===== config.mk =====
export PLATFORM = sky130hd
export DESIGN_NAME = color_quan_pipe
export DESIGN_NICKNAME = d
export VERILOG_FILES = /design/src/rtl/color_quan_pkg.sv /design/src/rtl/color_quan_ch.sv /design/src/rtl/color_quan_pipe.sv
export SDC_FILE = /design/constraint.sdc
export NUM_CORES = 1
export LEC_CHECK = 0
export ABC_CLOCK_PERIOD_IN_PS = 6500
export CAP_MARGIN = 20
export CELL_PAD_IN_SITES_DETAIL_PLACEMENT = 0
export CELL_PAD_IN_SITES_GLOBAL_PLACEMENT = 1
export CORE_ASPECT_RATIO = 1.4
export CORE_UTILIZATION = 46
export CTS_BUF_LIST = sky130_fd_sc_hd__clkbuf_4 sky130_fd_sc_hd__clkbuf_8
export DETAILED_ROUTE_END_ITERATION = 7
export PLACE_DENSITY_LB_ADDON = 0.1
export RECOVER_POWER = 50
export SLEW_MARGIN = 20
export SYNTH_ARGS = -nofsm -noshare
export SYNTH_HDL_FRONTEND = slang
export SYNTH_SLANG_ARGS = --single-unit

===== constraint.sdc =====
create_clock -name iCLK -period 6.5 [get_ports iCLK]
set_clock_uncertainty 0.1 [all_clocks]
set_input_delay 1.3 -clock iCLK [delete_from_list [all_inputs] [get_ports iCLK]]
set_output_delay 1.3 -clock iCLK [all_outputs]
set_load 0.03 [all_outputs]

===== src/rtl/color_quan_pkg.sv =====
// color_quan_pkg: shared mode encoding, default mode and the 2x2 Bayer dither table
package color_quan_pkg;

    typedef enum logic [1:0] {
        MODE_CEIL   = 2'd0,
        MODE_FLOOR  = 2'd1,
        MODE_MID    = 2'd2,
        MODE_BYPASS = 2'd3
    } mode_e;

    localparam mode_e DEFAULT_MODE = MODE_CEIL;

    // Indexed by {py, px}: T = {{0,2},{3,1}}
    localparam logic [3:0][1:0] BAYER = {2'd1, 2'd3, 2'd2, 2'd0};

endpackage


===== src/rtl/color_quan_ch.sv =====
// color_quan_ch: one channel of the quantizer; stage 1 dithers and bins, stage 2 reconstructs
module color_quan_ch
    import color_quan_pkg::*;
#(
    parameter int DATA_W     = 8,
    parameter int LEVEL_BITS = 3,
    localparam int LW        = $clog2(LEVEL_BITS + 1)
) (
    input  logic              i_clk,
    input  logic              i_rst,
    input  logic              i_en,
    input  logic [DATA_W-1:0] i_x,
    input  logic [LW-1:0]     i_lvl1,
    input  mode_e             i_mode1,
    input  logic [1:0]        i_dith,
    input  logic [LW-1:0]     i_lvl2,
    input  mode_e             i_mode2,
    output logic [DATA_W-1:0] o_q
);

    localparam int SW = $clog2(DATA_W + 1);
    localparam logic [DATA_W-1:0] MAXV = '1;

    logic [SW-1:0]     w_s1, w_s2;
    logic [DATA_W+1:0] w_off, w_sum;
    logic [DATA_W-1:0] w_xd, w_lo, w_mid;
    logic [DATA_W:0]   w_hi;
    logic [DATA_W-1:0] r_bin, r_q;

    assign w_s1  = SW'(DATA_W) - SW'(i_lvl1);
    assign w_off = ((DATA_W + 2)'(i_dith) << w_s1) >> 2;
    assign w_sum = (DATA_W + 2)'(i_x) + w_off;
    assign w_xd  = |w_sum[DATA_W+1:DATA_W] ? MAXV : w_sum[DATA_W-1:0];

    // Stage 1: bin index of the dithered sample; bypass carries the raw sample instead
    always_ff @(posedge i_clk) begin
        if (i_rst)
            r_bin <= '0;
        else if (i_en)
            r_bin <= (i_mode1 == MODE_BYPASS) ? i_x : w_xd >> w_s1;
    end

    assign w_s2  = SW'(DATA_W) - SW'(i_lvl2);
    assign w_lo  = r_bin << w_s2;
    assign w_hi  = ((DATA_W + 1)'(r_bin) + (DATA_W + 1)'(1)) << w_s2;
    assign w_mid = w_lo + ((DATA_W'(1) << w_s2) >> 1);

    // Stage 2: reconstruct the level; the top bin's ceiling saturates to full scale
    always_ff @(posedge i_clk) begin
        if (i_rst)
            r_q <= '0;
        else if (i_en)
            r_q <= (i_mode2 == MODE_CEIL)  ? (w_hi[DATA_W] ? MAXV : w_hi[DATA_W-1:0]) :
                   (i_mode2 == MODE_FLOOR) ? w_lo :
                   (i_mode2 == MODE_MID)   ? w_mid : r_bin;
    end

    assign o_q = r_q;

endmodule


===== src/rtl/color_quan_pipe.sv =====
// color_quan_pipe: 2-stage stream colour quantizer with per-frame config; COLOR_QUAN_DITHER_EN adds 2x2 ordered dither
module color_quan_pipe
    import color_quan_pkg::*;
#(
    parameter int DATA_W     = 8,
    parameter int NUM_CH     = 3,
    parameter int LEVEL_BITS = 3,
    localparam int LW        = $clog2(LEVEL_BITS + 1)
) (
    input  logic                     iCLK,
    input  logic                     iRST,
    input  logic [NUM_CH*DATA_W-1:0] iData,
    input  logic                     iValid,
    output logic                     oReady,
    input  logic                     iSOF,
    input  logic                     iEOL,
    input  logic [LW-1:0]            iLevels,
    input  logic [1:0]               iMode,
    output logic [NUM_CH*DATA_W-1:0] oData,
    output logic                     oValid,
    input  logic                     iReady,
    output logic                     oSOF,
    output logic                     oEOL
);

    logic          w_en, w_acc, w_load;
    logic [LW-1:0] w_lvl, r_act_l, r_l1;
    mode_e         w_mode, r_act_mode, r_m1;
    logic [1:0]    w_dith;
    logic          r_v1, r_sof1, r_eol1, r_v2, r_sof2, r_eol2;

    assign w_en   = !r_v2 || iReady;
    assign oReady = w_en;
    assign w_acc  = iValid && w_en;
    assign w_load = w_acc && iSOF;
    assign w_lvl  = !w_load               ? r_act_l :
                    (iLevels == '0)       ? LW'(1) :
                    (iLevels > LW'(LEVEL_BITS)) ? LW'(LEVEL_BITS) : iLevels;
    assign w_mode = w_load ? mode_e'(iMode) : r_act_mode;

`ifdef COLOR_QUAN_DITHER_EN
    logic r_px, r_py, w_px, w_py;

    assign w_px   = iSOF ? 1'b0 : r_px;
    assign w_py   = iSOF ? 1'b0 : r_py;
    assign w_dith = BAYER[{w_py, w_px}];

    // Pixel/line parity for the dither pattern, restarted at each frame
    always_ff @(posedge iCLK) begin
        if (iRST) begin
            r_px <= 1'b0;
            r_py <= 1'b0;
        end else if (w_acc) begin
            r_px <= iEOL ? 1'b0 : ~w_px;
            r_py <= iEOL ? ~w_py : w_py;
        end
    end
`else
    assign w_dith = 2'd0;
`endif

    // Active config, reloaded only by an accepted start-of-frame beat
    always_ff @(posedge iCLK) begin
        if (iRST) begin
            r_act_l    <= LW'(LEVEL_BITS);
            r_act_mode <= DEFAULT_MODE;
        end else if (w_load) begin
            r_act_l    <= w_lvl;
            r_act_mode <= w_mode;
        end
    end

    // Valid/sideband shift plus the per-beat config that stage 2 needs
    always_ff @(posedge iCLK) begin
        if (iRST) begin
            r_v1   <= 1'b0;
            r_sof1 <= 1'b0;
            r_eol1 <= 1'b0;
            r_l1   <= LW'(LEVEL_BITS);
            r_m1   <= DEFAULT_MODE;
            r_v2   <= 1'b0;
            r_sof2 <= 1'b0;
            r_eol2 <= 1'b0;
        end else if (w_en) begin
            r_v1   <= w_acc;
            r_sof1 <= w_acc && iSOF;
            r_eol1 <= w_acc && iEOL;
            r_l1   <= w_lvl;
            r_m1   <= w_mode;
            r_v2   <= r_v1;
            r_sof2 <= r_sof1;
            r_eol2 <= r_eol1;
        end
    end

    for (genvar i = 0; i < NUM_CH; i++) begin : g_ch
        color_quan_ch #(
            .DATA_W     (DATA_W),
            .LEVEL_BITS (LEVEL_BITS)
        ) u_ch (
            .i_clk   (iCLK),
            .i_rst   (iRST),
            .i_en    (w_en),
            .i_x     (iData[i*DATA_W +: DATA_W]),
            .i_lvl1  (w_lvl),
            .i_mode1 (w_mode),
            .i_dith  (w_dith),
            .i_lvl2  (r_l1),
            .i_mode2 (r_m1),
            .o_q     (oData[i*DATA_W +: DATA_W])
        );
    end

    assign oValid = r_v2;
    assign oSOF   = r_sof2;
    assign oEOL   = r_eol2;

endmodule

# Word-level counts from Yosys, hierarchy flattened
# Cells that the tools add are included.
dict set report totals {
  regBits 62
  input_bits 34
  output_inout_bits 28
  word_cells 74
}
dict set report op_classes {
  n_addsub 11
  order_cmp 1
  n_eq_ne 3
  shift 11
  muxes 22
  reduce_logical 10
}
# operator count
set ops {}
lappend ops {{$mux 8} 18}
lappend ops {{$add 8x1->9 const B} 3}
lappend ops {{$add 8x8->9} 3}
lappend ops {{$shl 9x4->9} 3}
lappend ops {{$add 8x7->8} 3}
lappend ops {{$shl 8x4->8} 3}
lappend ops {{$shr 8x4->8} 3}
lappend ops {{$shl 1x4->10 const A} 1}
lappend ops {{$mux 2} 4}
lappend ops {{$shl 1x4->8 const A} 1}
lappend ops {{$sub 4x2->4 const A} 2}
lappend ops {{$reduce_or 2->1} 3}
lappend ops {{$eq 2x2->1 const B} 2}
lappend ops {{$logic_not 2->1} 2}
lappend ops {{$logic_and 1x1->1} 3}
lappend ops {{$eq 2x1->1 const B} 1}
lappend ops {{$gt 2x2->1 const B} 1}
lappend ops {{$logic_not 1->1} 1}
lappend ops {{$logic_or 1x1->1} 1}

# Longest topological paths before layout
# Gate-level depths: netlist (run 1).
dict set report logic_depth {
  word_depth 12
  mapped_depth 17
}

# Cells and area by module
# Synthesis (run 1) repeated with hierarchy kept, for this count alone.
dict set report hier_totals {
  cells_unflattened 846
  hier_area_um2 6542.5
}
# module instances cells_each area_per_inst_um2 seq_area_each_um2
set modules_own_cells {}
lappend modules_own_cells {{color_quan_ch (g_ch[1].u_ch ...)} 2 258 1969.4 320.3}
lappend modules_own_cells {{color_quan_ch (g_ch[0].u_ch)} 1 262 1988.2 320.3}
lappend modules_own_cells {color_quan_pipe 1 68 615.6 280.3}

# Least setup slack after synthesis (run 1)
# OpenSTA, ideal clock, no wires.
dict set report synth_timing {
  kind {input port to output port}
  start {in iReady}
  end {out oReady}
  arrival_time_ns 2.209
  path_slack_ns 2.891
  cell_stages 4
  path_buffers 2
  path_cell_list {nor2b_4 > inv_1 > clkbuf_1 > clkbuf_1}
}
dict set report synth_between {
  elab_chain_cells 1
}
# element line
set synth_lines {}
lappend synth_lines {{start: declaration} color_quan_pipe.sv:21} ;# input logic iReady,
lappend synth_lines {{$logic_or 1x1->1} color_quan_pipe.sv:32} ;# assign w_en = !r_v2 || iReady;
lappend synth_lines {{end: declaration} color_quan_pipe.sv:14} ;# output logic oReady,
# Every way passes these cells.

# Worst setup path after layout (run 1)
dict set report layout_timing {
  start {in iReady}
  end {reg g_ch[2].u_ch.r_bin[0]}
}
dict set report layout_between {
  elab_chain_cells 11
  word_cells_on_any_way 13
}
# element line
set layout_lines {}
lappend layout_lines {{$logic_or 1x1->1 *} color_quan_pipe.sv:32}
lappend layout_lines {{$logic_and 1x1->1} color_quan_pipe.sv:34} ;# assign w_acc = iValid && w_en;
lappend layout_lines {{$logic_and 1x1->1} color_quan_pipe.sv:35} ;# assign w_load = w_acc && iSOF;
lappend layout_lines {{$mux 2} color_quan_pipe.sv:36} ;# assign w_lvl = !w_load ? r_act_l :
lappend layout_lines {{$sub 4x2->4} color_quan_ch.sv:30} ;# assign w_s1 = SW'(DATA_W) - SW'(i_lvl1);
lappend layout_lines {{$shl 1x4->10} color_quan_ch.sv:31} ;# assign w_off = ((DATA_W + 2)'(i_dith) << w_s1) >> 2;
lappend layout_lines {{$add 8x8->9} color_quan_ch.sv:32} ;# assign w_sum = (DATA_W + 2)'(i_x) + w_off;
lappend layout_lines {{$reduce_or 2->1} color_quan_ch.sv:33} ;# assign w_xd = |w_sum[DATA_W+1:DATA_W] ? MAXV : w_sum[DATA_W-1:0];
lappend layout_lines {{$mux 8} color_quan_ch.sv:33}
lappend layout_lines {{$shr 8x4->8} color_quan_ch.sv:40} ;# r_bin <= (i_mode1 == MODE_BYPASS) ? i_x : w_xd >> w_s1;
lappend layout_lines {{$mux 8} color_quan_ch.sv:40}
lappend layout_lines {{end signal: assignment} color_quan_ch.sv:40}
lappend layout_lines {{end: declaration} color_quan_ch.sv:28} ;# logic [DATA_W-1:0] r_bin, r_q;
# Every way passes the cells marked *; elsewhere a longest branch is shown, timed or not.
# A chain may end at the register's enable or synchronous reset.

==> flow_summary.toml, run 1 <==
[status]
status = "finished, violations left"
violations = "max-capacitance violations, max-slew violations"

[sta]
max_freq_mhz = 193
holdWs_ns = 0.349
tns_ns = 0
final-setup-viol-count = 0
finalCritPeriodShare = 0.797
slew_headroom = -0.315
tightest_slew_ns = 1.97
min_period_ns = 5.18
drv_slew = 85
grt_setup_unrepaired = "false"
hold_viol = 0

[clock_network]
cts_made_buffers = 9
htreeDepth = 3
tritoncts = "done"
cts_sinks = 62
cts_root_buffer = "clkbuf_8"
holdBufCountCts = 0
post_cts_buffers = 0
clk_pin_slew_ns = 0.08
cts.repair.resized = 0
insertion_delay_ns = 0.35
cts_buffer_depth = 2

[worst_setup_path]
r2r_slack_ns = 1.39
reg2regPathDepth = 14
rr_endpoint = "g_ch[0].u_ch.o_q[7]"
slowest_delay_ns = 1.44
end_kind = "flop"
cp_slowest_cell = "clkbuf_1"
reg2reg_from = "r_l1[0]"
path_cells = "clkdlybuf4s50_1 -> nor2b_1 -> clkbuf_1 -> nor2_2 -> o21ai_4 -> ha_1 -> nor3_2 -> a22oi_1 -> a221oi_1"
cp.arrival_ns = 5.32
required_ns = 6.64
worstSetupStartpointType = "primary input"
cp_max_fo = 46
worstSetupPathType = "primary input to flop"

[logic_synthesis]
ys_types = 69
synth-edff-count = 0
post-synth-top-area-fraction = 0.282
synthFlopType = "dfxtp_1"
yosysSeqAreaShare = 0.282
syn_inst = 533
synth_compound_area_frac = 0.227
synth_simple_gate_area_frac = 0.219
yosys-mux-area-fraction = 0.0980
synth_top_family_by_area = "compound AO/OA/AOI/OAI gates"
yosys-top-cells-area = "dfxtp_1 28%, mux2_2 6.4%, ha_1 6.2%, nor2_1 5.5%, nand2_1 4.5%"
synth_fa_ha_area_frac = 0.0761
synth-seq-cells = 62
synthXorXnorAreaFrac = 0.0398
synth_area_mm2 = 0.00441
ys_warn_count = 0
synth_area_leader_cell = "dfxtp_1"
ys_async_sr_fraction = 0
synth_area_per_cell_um2 = 8.27

[grt]
gr-total-overflow = 0
grt_antenna_before_repair = 0
grt_max_degree = 57
globalRouteTotalUtil = 0.243
grt_pass1_wl_mm = 19.3
grt_pass1_vias = 3738

[route]
ant_nets = 0
detail_route.vias_per_cell = 5.90
wire_per_inst_um = 17.0
routed_wl_mm = 11.8
vias = 4101
drt_iter0_drc = 294
drcViolationCount = 0
dr.pass1.iters = 7

[die]
dieWidth_um = 84.7
die-area_mm2 = 0.00998
die_h_um = 118
rows = 41
ios = 62
initial_core_util = 0.482
core_area_mm2 = 0.00913

[finish]
fin_cells = 695
antennaDiodeCount = 0
syn_to_final_growth_pct = 20.2
final_net_count = 642
layout-drive-gt1-share = 0.121

[place]
gp_congestion = 0.889
place_inst = 679
dp_hpwl_mm = 8.04
io_buffers = 61

[pwr]
power.density_mw_per_mm2 = 241
p_leak_uw = 0.00218
ir_drop_uv = 133

[hold_path]
hp-class = "flop to flop"
whs_endpoint = "oEOL"
whs_path_depth = 2
hold_path_startpoint = "oEOL"

[job]
maxCapViolCount = 2
==> sequential cells by signal, indices dropped and copies added (netlist names) <==
| register | cells |
|---|---|
| r_eol1 | 1 |
| r_v1 | 1 |
| oValid | 1 |
| r_act_mode | 2 |
| r_act_l | 2 |
| g_ch.u_ch.o_q | 24 |
| g_ch.u_ch.r_bin | 24 |
| r_m1 | 2 |
| oEOL | 1 |
| oSOF | 1 |
| r_sof1 | 1 |
| r_l1 | 2 |
==> cells in the mapped netlist, types with 4 or more instances <==
master / n
mux2i_1: 15
clkbuf_1: 27
nor2_1: 64
a22oi_1: 5
o211ai_1: 6
a311oi_1: 4
inv_1: 7
nor3_1: 18
a31oi_1: 22
nor4_1: 4
xnor2_1: 8
a21oi_1: 21
and2_1: 16
o21ai_0: 15
buf_2: 9
mux2_2: 25
xor2_1: 12
buf_4: 4
a211oi_1: 19
nand2_1: 53
ha_1: 22
nand3_1: 13
dfxtp_1: 62
a221oi_1: 10
==> critical path, delay by kind of cell <==
family,cells,cell delay (ns)
buffers and inverters,2,1.83
AO/OA/AOI/OAI,3,0.89
AND/OR/NAND/NOR,3,0.83
adder cells (fa/ha/maj),1,0.47
==> cell usage in the layout, fill, tap and decap left out, types with 4 or more instances in the layout <==
master	instances
a211oi_1	19
a21oi_1	21
a221oi_1	10
a22oi_1	5
a311oi_1	4
a31oi_1	22
and2_1	14
buf_4	5
bufinv_16	4
clkbuf_8	9
clkdlybuf4s50_1	33
conb_1	18
dfxtp_1	62
dlygate4sd3_1	27
ha_1	22
inv_1	6
mux2_2	25
mux2i_1	15
nand2_1	53
nand3_1	13
nor2_1	64
nor2b_1	4
nor3_1	18
nor4_1	4
o211ai_1	6
o21ai_0	17
xnor2_1	8
xor2_1	12
==> report_power, final <==
part           internal (µW)  switching, µW
Sequential               412           31.2
Clock                    296            172
Combinational            157            206
==> cell families (layout without fill, tap and decap cells) <==
| kind of cell | count (synthesis) | count (layout) |
|---|---|---|
| simple gates | 196 | 196 |
| compound gates | 134 | 134 |
| flops | 62 | 62 |
| buf+inv | 55 | 93 |
| mux | 40 | 40 |
| fa+ha+maj | 25 | 25 |
| xor+xnor | 20 | 20 |
| other cells | 1 | 18 |
==> stage by stage <==
stage | power, µW | worst slack [ns] | area, µm² | utilization
global route | 1340 | 0.979 | 5290 | 0.580
detailed placement | 819 | 1.90 | 5040 | 0.552
floorplan | 705 | 2.89 | 4470 | -
CTS | 1290 | 1.90 | 5310 | 0.581
global placement | 815 | 1.91 | 5040 | 0.552
finish | 1280 | 1.32 | 5290 | 0.580
==> worst max path at each step <==
| stage | from | to |
|---|---|---|
| 6_report | iReady | g_ch[2].u_ch.r_bin[0] |
| 3_3_place_gp | iReady | oReady |
| 2_1_floorplan | iReady | oReady |
| 4_1_cts | iReady | oReady |
| 5_1_grt | iReady | g_ch[0].u_ch.r_bin[0] |
| 3_5_place_dp | iReady | oReady |
==> layout make-up <==
class | count | area [µm²]
fillers | 880 | 3840
inverters | 9 | 33.8
flip-flops and latches | 62 | 1240
clock buffers | 9 | 124
repair buffers | 68 | 651
multi-input cells | 433 | 2970
well taps | 107 | 134
clock inverters | 7 | 145
==> layer usage <==
metal	global-route usage	wire [µm]
met1	0.330	5560
met4	0.0784	206
met5	0	0
met3	0.0414	443
met2	0.390	5580
Note: power is estimated with default switching activity, not from simulation.
==> run 2, diff against run 1 <==
Settings changed: ABC_CLOCK_PERIOD_IN_PS 6500 to 5300, CORE_UTILIZATION 46 to 43.
Clock period 6.5 ns to 5.3 ns, I/O delays scaled along.
==> run 2 against run 1 <==
Compared with the run above: worst setup slack got worse by 0.25 ns; sequential cell count unchanged; critical path type is now primary input to output pin; die area increased by 6.8%; final cell count increased by 4.0%; highest routed layer unchanged; count of clock-buffer cells in the layout unchanged; sequential power increased by 23%; sequential share of layout area increased by 0.13 points; via count increased by 0.66%; core utilization decreased by 5.1 points; the run still ends with max-capacitance violations, max-slew violations left; non-clock buffer count unchanged; worst hold slack improved by 0.0060 ns.
==> flow_summary.toml, run 2 (synthesis gave the netlist of run 1 again) <==
[clock_network]
htreeDepth = 3
holdBufCountCts = 0
tritoncts = "done"
cts_root_buffer = "clkbuf_8"
post_cts_buffers = 0
clk_pin_slew_ns = 0.08
cts_buffer_depth = 2
insertion_delay_ns = 0.37
cts_made_buffers = 9
cts.repair.resized = 0
cts_sinks = 62

[sta]
max_freq_mhz = 237
drv_slew = 38
hold_viol = 0
grt_setup_unrepaired = "false"
final-setup-viol-count = 0
tns_ns = 0
slew_headroom = -0.120
layout_setup_ws_ns = 1.07
tightest_slew_ns = 1.68
min_period_ns = 4.23
finalCritPeriodShare = 0.797

[pwr]
p_leak_uw = 0.00216
p_clk_frac = 0.329
ir_drop_uv = 146
p_int_uw = 964
p_sw_uw = 512
power.density_mw_per_mm2 = 280
power_frac_comb = 0.301
swShare = 0.347
seq_power_share = 0.370

[place]
place_area_mm2 = 0.00507
io_buffers = 61
dp_hpwl_mm = 8.68
pre_cts_ws_ns = 1.37
gp_congestion = 0.878

[job]
maxCapViolCount = 1

[worst_setup_path]
required_ns = 4.14
reg2regPathDepth = 8
r2r_slack_ns = 1.79
end_kind = "output pin"
cp.arrival_ns = 3.07
cp_max_fo = 24
rr_endpoint = "g_ch[2].u_ch.o_q[6]"
reg2reg_from = "r_l1[1]"
worstSetupStartpointType = "primary input"
worstSetupPathType = "primary input to output pin"

[status]
status = "finished, violations left"
violations = "max-capacitance violations, max-slew violations"

[finish]
layout_commonest_cell = "nor2_1"
stdcell_area_mm2 = 0.00526
nFillCells = 973
syn_to_final_growth_pct = 19.5
final_net_count = 642
layout-drive-gt1-share = 0.116
antennaDiodeCount = 0
final_cell_mix = "65 x nor2_1, 62 x dfxtp_1, 53 x nand2_1"

[die]
core_area_mm2 = 0.00995
dieWidth_um = 87.5
rows = 43
die-area_mm2 = 0.0107
initial_core_util = 0.443
ios = 62
die_h_um = 122

[grt]
grt_pass1_vias = 3967
globalRouteTotalUtil = 0.250
gr-total-overflow = 0
grt_max_degree = 56
grt_pass1_wl_mm = 20.4
grt_antenna_before_repair = 0

[route]
drcViolationCount = 0
dr.pass1.iters = 5
wire_per_inst_um = 17.1
detail_route.vias_per_cell = 5.71
routed_wl_mm = 12.3
ant_nets = 0
vias = 4128
drt_iter0_drc = 281

[hold_path]
whs_path_depth = 2
whs_endpoint = "g_ch[0].u_ch.o_q[4]"
hp-class = "flop to flop"
hold_path_startpoint = "g_ch[0].u_ch.o_q[4]"
[run 2: power by group through the flow]
stage          clock network (µW)  logic, µW  registers (µW)
2_1_floorplan                   0        275             590
6_report                      485        445             546
3_3_place_gp                    0        448             557
5_1_grt                       518        489             552
4_1_cts                       493        454             547
3_5_place_dp                    0        452             557
[run 2: worst max path at each step]
stage / start / end / slack [ns] / depth (start not counted)
after CTS: iReady / oReady / 1.41 / 4
final: iReady / oReady / 1.07 / 4
after detailed placement: iReady / g_ch[2].u_ch.r_bin[0] / 1.37 / 9
after global routing: iReady / oReady / 0.97 / 4
after global placement: iReady / oReady / 1.42 / 4
after floorplan: iReady / oReady / 2.17 / 4
[run 2: cell type report]
cell class / count / area [µm²] / share of cell area
clock buffer: 9 / 124 / 0.0235
tap: 135 / 169 / 0.0321
sequential: 62 / 1240 / 0.236
timing repair buffer: 68 / 651 / 0.124
inverter: 9 / 33.8 / 0.00642
multi-input combinational: 433 / 2950 / 0.560
clock inverter: 7 / 97.6 / 0.0185
[run 2: stage by stage]
| step | instances | total power [µW] | utilization | hold WS (ns) |
|---|---|---|---|---|
| finish | 723 | 1480 | 0.529 | 0.355 |
| global route | 723 | 1560 | 0.529 | 0.391 |
| CTS | 723 | 1490 | 0.532 | 0.360 |
| detailed placement | 707 | 1010 | 0.510 | 0.349 |
| global placement | 707 | 1010 | 0.510 | 0.343 |
| floorplan | 550 | 865 | - | 0.332 |
[run 2: worst max-delay path, stage by stage]
cell and delay (ns):
dlygate4sd3_1 0.52, nor2b_1 0.06, inv_1 0.61, clkdlybuf4s50_1 0.81
[run 2: routing by layer]
metal	wire, µm	track usage	vias up
li1	-	-	2021
met2	5890	0.391	106
met5	0	0	-
met4	302	0.0932	0
met3	511	0.0447	23
met1	5640	0.342	1978
==> edit 1, RTL diff (config.mk and constraints of run 2) <==
Change the parameter `NUM_CH` from 3 to 2.
--- a/src/rtl/color_quan_pipe.sv
+++ b/src/rtl/color_quan_pipe.sv
@@ -4,5 +4,5 @@
 #(
     parameter int DATA_W     = 8,
-    parameter int NUM_CH     = 3,
+    parameter int NUM_CH     = 2,
     parameter int LEVEL_BITS = 3,
     localparam int LW        = $clog2(LEVEL_BITS + 1)
Ports: changed (resized iData and oData); port bits go from 62 to 46. No check against the original RTL was run, so the function may have changed too.
==> edit 1 against run 2 <==
Count of clock-buffer cells in the layout down 4. Sequential cell count fell by 16. Sequential share of layout area up 1.5 points. Worst setup slack better by 22 ps. Via count fell by 29%. First-iteration DRC count decreased by 17%. Power decreased by 38%. Area after synthesis is 30% lower. Combinational power fell by 32%. Cell area shrank 30%. Routed wire length shrank 31%. Highest routed layer unchanged.
==> edit 1: results (changes against run 2) <==
status completed; register area share after synthesis 0.2975 (+0.01576); Iter 0 DRT Violations 234 (-17%); global-route wire length before repair 13680 um (-33%); GRT Total Usage 0.2430 (-0.007444); CP peak stage delay 550 ps (-260 ps); Clk. pwr 220 uW (-55%); placed cell count 511 (-28%); vias in the first global route 2700 (-32%); reg2reg start r_l1[0]$_SDFFE_PP1N_; H-tree levels 2 (-1); worst path arrival time 4330 ps (+1260 ps); CTS Buf Count 5 (-4); worst vdd ir 161.0 uV (+10%); Detail Placement HPWL 6225 um (-28%); CP max-delay cell mux2i_4; worst r2r path cells 12 (+4); Placed Area 3596 um2 (-29%); layout cells sized above 1 0.07075 (-0.04489); total power 921.4 uW (-38%); Unique masters post-synth 53 (-23%); setup slack, reg-to-reg 1900 ps (+110 ps); Critical Path Fanout Max 15 (-38%); leakage power 0.001480 uW (-31%); worst skew pair latency 310 ps (-60 ps); Setup WS pre-CTS 1259 ps (-107.2 ps); WL met3 261 um (-49%); pin count of the biggest net entering global routing 48 (-14%); HP Start r_v1$_SDFFE_PP0N_; gpl congestion 0.8877 (+1.2%); Reg2Reg Capture Point g_ch[0].u_ch.o_q[7]$_SDFFE_PP0N_; Avg Inst Size Synth 7.978 um2 (-3.5%); commonest cells in the netlist dfxtp_1 (46), nor2_1 (43), nand2_1 (39), a21oi_1 (32), clkbuf_1 (24); post-synthesis adder-cell area fraction 0.07761 (+0.001492); met2 Use GR 0.4135 (+0.02244); top cells by area, synth dfxtp_1 (30%), ha_1 (6.5%), nor2_1 (5.2%); routed metal-1 wirelength 3617 um (-36%)
==> edit 1: cell types whose count changed after synthesis, moves of 11 or more <==
| cell | delta |
|---|---|
| nor2_1 | -21 |
| a31oi_1 | -17 |
| dfxtp_1 | -16 |
| and2_1 | -15 |
| nand2_1 | -14 |
| a21oi_1 | +11 |
| mux2_2 | -11 |
==> edit 1: worst register-to-register path, delay by kind of cell, from the launching register on <==
family / cells / cell delay (ps)
xor+xnor: 1 / 120
buf+inv: 2 / 590
compound gates: 2 / 400
fa+ha+maj: 2 / 1090
flops: 1 / 330
simple gates: 5 / 700
==> edit 1: area by class of cell <==
| type | instances | area, um2 |
|---|---|---|
| Clock buffer | 5 | 68.82 |
| Sequential cell | 46 | 920.9 |
| Multi-Input combinational cell | 311 | 2019 |
| Timing Repair Buffer | 52 | 495.5 |
| Clock inverter | 3 | 21.27 |
| Tap cell | 95 | 118.9 |
| Fill cell | 694 | 3311 |
| Inverter | 7 | 26.28 |
==> edit 2, RTL diff (config.mk and constraints of run 2) <==
Made on the original files. Add an input register stage for `iMode`, cleared by the reset; this delays it by one clock. The other inputs are not delayed to match.
--- a/src/rtl/color_quan_pipe.sv
+++ b/src/rtl/color_quan_pipe.sv
@@ -24,4 +24,14 @@
 );
 
+    logic [1:0] iMode_q;
+
+    always_ff @(posedge iCLK) begin
+        if (iRST) begin
+            iMode_q <= '0;
+        end else begin
+            iMode_q <= iMode;
+        end
+    end
+
     logic          w_en, w_acc, w_load;
     logic [LW-1:0] w_lvl, r_act_l, r_l1;
@@ -37,5 +47,5 @@
                     (iLevels == '0)       ? LW'(1) :
                     (iLevels > LW'(LEVEL_BITS)) ? LW'(LEVEL_BITS) : iLevels;
-    assign w_mode = w_load ? mode_e'(iMode) : r_act_mode;
+    assign w_mode = w_load ? mode_e'(iMode_q) : r_act_mode;
 
 `ifdef COLOR_QUAN_DITHER_EN
Formal check against the unedited RTL: not equivalent (Yosys sat finds a counterexample within 4 cycles, from zero or initial values and one cycle with iRST high).
==> edit 2 against run 2 <==
The flow still finishes with violations (max-capacitance violations, max-slew violations). Cell area rose by 1.2%. Die area barely moved. Area after synthesis barely moved. Routed wire length rose by 2.1%. Power fell by 0.48%. Non-clock buffer count rose by 1. Worst setup slack improved by 320 ps. Sequential power rose by 2%. Sequential cell count rose by 2. Sequential share of layout area rose by 0.47 points.
==> edit 2: results (changes against run 2) <==
layout cells sized above 1 0.1186 (+0.002910); Critical Path Fanout Max 25 (+4.2%); Detail Placement HPWL 9050 um (+4.3%); CP top delay family buffers and inverters; failing checks max-capacitance violations, max-slew violations; setup bufs post-CTS 0 (unchanged); met3 GRT Util 0.03523 (-0.009485); GRT Total Usage 0.2520 (+0.001592); max-cap viol count 1 (unchanged); largest buffer count on any clock path 2 (unchanged); global-route wire length before repair 20420 um (+0.17%); pin count of the biggest net entering global routing 65 (+16%); DR pass1 iterations 4 (-1); M1 GR Usage 0.3236 (-0.01851); initial antenna violation count 0 (unchanged); H-tree levels 3 (unchanged); worst vdd ir 124.3 uV (-15%); Setup WS pre-CTS 1210 ps (-157.0 ps); CP max-delay cell clkdlybuf4s50_1; CTS root buf clkbuf_8; vias in the first global route 3898 (-1.7%); leakage power 0.002178 uW (+1.0%); slew margin rel. -0.9667 (-0.8468); antenna diode count 0 (unchanged); fillers 954 (-2.0%); worst path arrival time 2750 ps (-320 ps); Placed Area 5104 um2 (+0.57%); post_cts resized 0 (unchanged); Max Transition Viols Final 65 (+71%); clock-pin slew on the worst setup and hold paths 80 ps (about the same); Async S/R FF share, synth 0 (unchanged); Hold Crit Class register to register; CP peak stage delay 770 ps (-40 ps); IO buf count 61 (unchanged); register area share after synthesis 0.2909 (+0.009171); Syn. warnings 0 (unchanged); status finished with violations; gpl congestion 0.8536 (-2.7%); commonest cells in the netlist nor2_1 (70), dfxtp_1 (64), nand2_1 (42), clkbuf_1 (27); Layout Nets 636 (-0.93%); Vias 4105 (-0.56%); routed length per instance 17.56 um (+2.9%); Unique masters post-synth 67 (-2.9%); worst skew pair latency 350 ps (-20 ps); Iter 0 DRT Violations 314 (+12%); met2 Use GR 0.4312 (+0.04004); CTS Buf Count 9 (unchanged); top cells by area, synth dfxtp_1 (29%), mux2_2 (6.4%), ha_1 (6.3%); number of flops mapped to enable cells by yosys 0 (unchanged)
edit 2: changes by cell type after synthesis, sizes merged, moves of 4 or more:
cell / before / now
nor2: 66 / 70
nor4: 5 / 1
nand2: 53 / 42
a31oi: 22 / 16
o21ai: 18 / 11
a211oi: 20 / 24
edit 2: final timing paths:
kind / cells past startpoint / slack (ps) / startpoint / end
hold reg to reg: 2 / 360 / r_eol1$_SDFFE_PP0N_ / r_eol1$_SDFFE_PP0N_
hold / removal: 2 / 360 / r_eol1$_SDFFE_PP0N_ / r_eol1$_SDFFE_PP0N_
setup / recovery: 4 / 1390 / iReady / oReady
setup reg to reg: 11 / 1870 / r_l1[0]$_SDFFE_PP1N_ / g_ch[0].u_ch.o_q[7]$_SDFFE_PP0N_
edit 2: per-layer routing:
layer | wire [um] | share of wire
met1 | 5262 | 0.42
met2 | 6495 | 0.52
met3 | 569 | 0.045
met4 | 265 | 0.021
met5 | 0 | 0
edit 2: through the flow:
stage | cells | utilization
after global routing | 717 | 0.5353
final | 717 | 0.5353
after CTS | 717 | 0.5356
after global placement | 701 | 0.5128
after floorplan | 540 | -
after detailed placement | 701 | 0.5128
edit 2: kinds of logic after synthesis:
family                     share of synthesized area
and+or+nand+nor                               0.2028
AOI/OAI and AO/OA                             0.2256
DFF                                           0.2909
buffers and inverters                        0.05341
muxes                                         0.1105
adders and majority gates                    0.07614
xor gates and xnor gates                     0.03977
other                                      0.0008515
edit 2: layout make-up:
type	instances	area [um2]	area share
Clock inverter	6	90.09	0.01691
Timing Repair Buffer	69	661.9	0.1242
Sequential cell	64	1281	0.2405
Clock buffer	10	137.6	0.02583
Inverter	9	33.78	0.006341
Tap cell	135	168.9	0.03171
Multi-Input combinational cell	424	2954	0.5545
edit 2: report_power, final:
| group | internal, uW | switching (uW) |
|---|---|---|
| logic | 185 | 236 |
| registers | 519 | 38.4 |
| clock network | 279 | 212 |
| total | 983 | 486 |
edit 2: worst reg2reg max path: stages, from the launching register on:
cell and delay, ps:
dfxtp_1 320, inv_2 200, ha_1 840, nor3_1 170
and2_1 240, ha_1 190, a21o_1 170, a21o_1 210
a21oi_1 180, xnor2_1 100, a221oi_1 320, a311oi_1 140
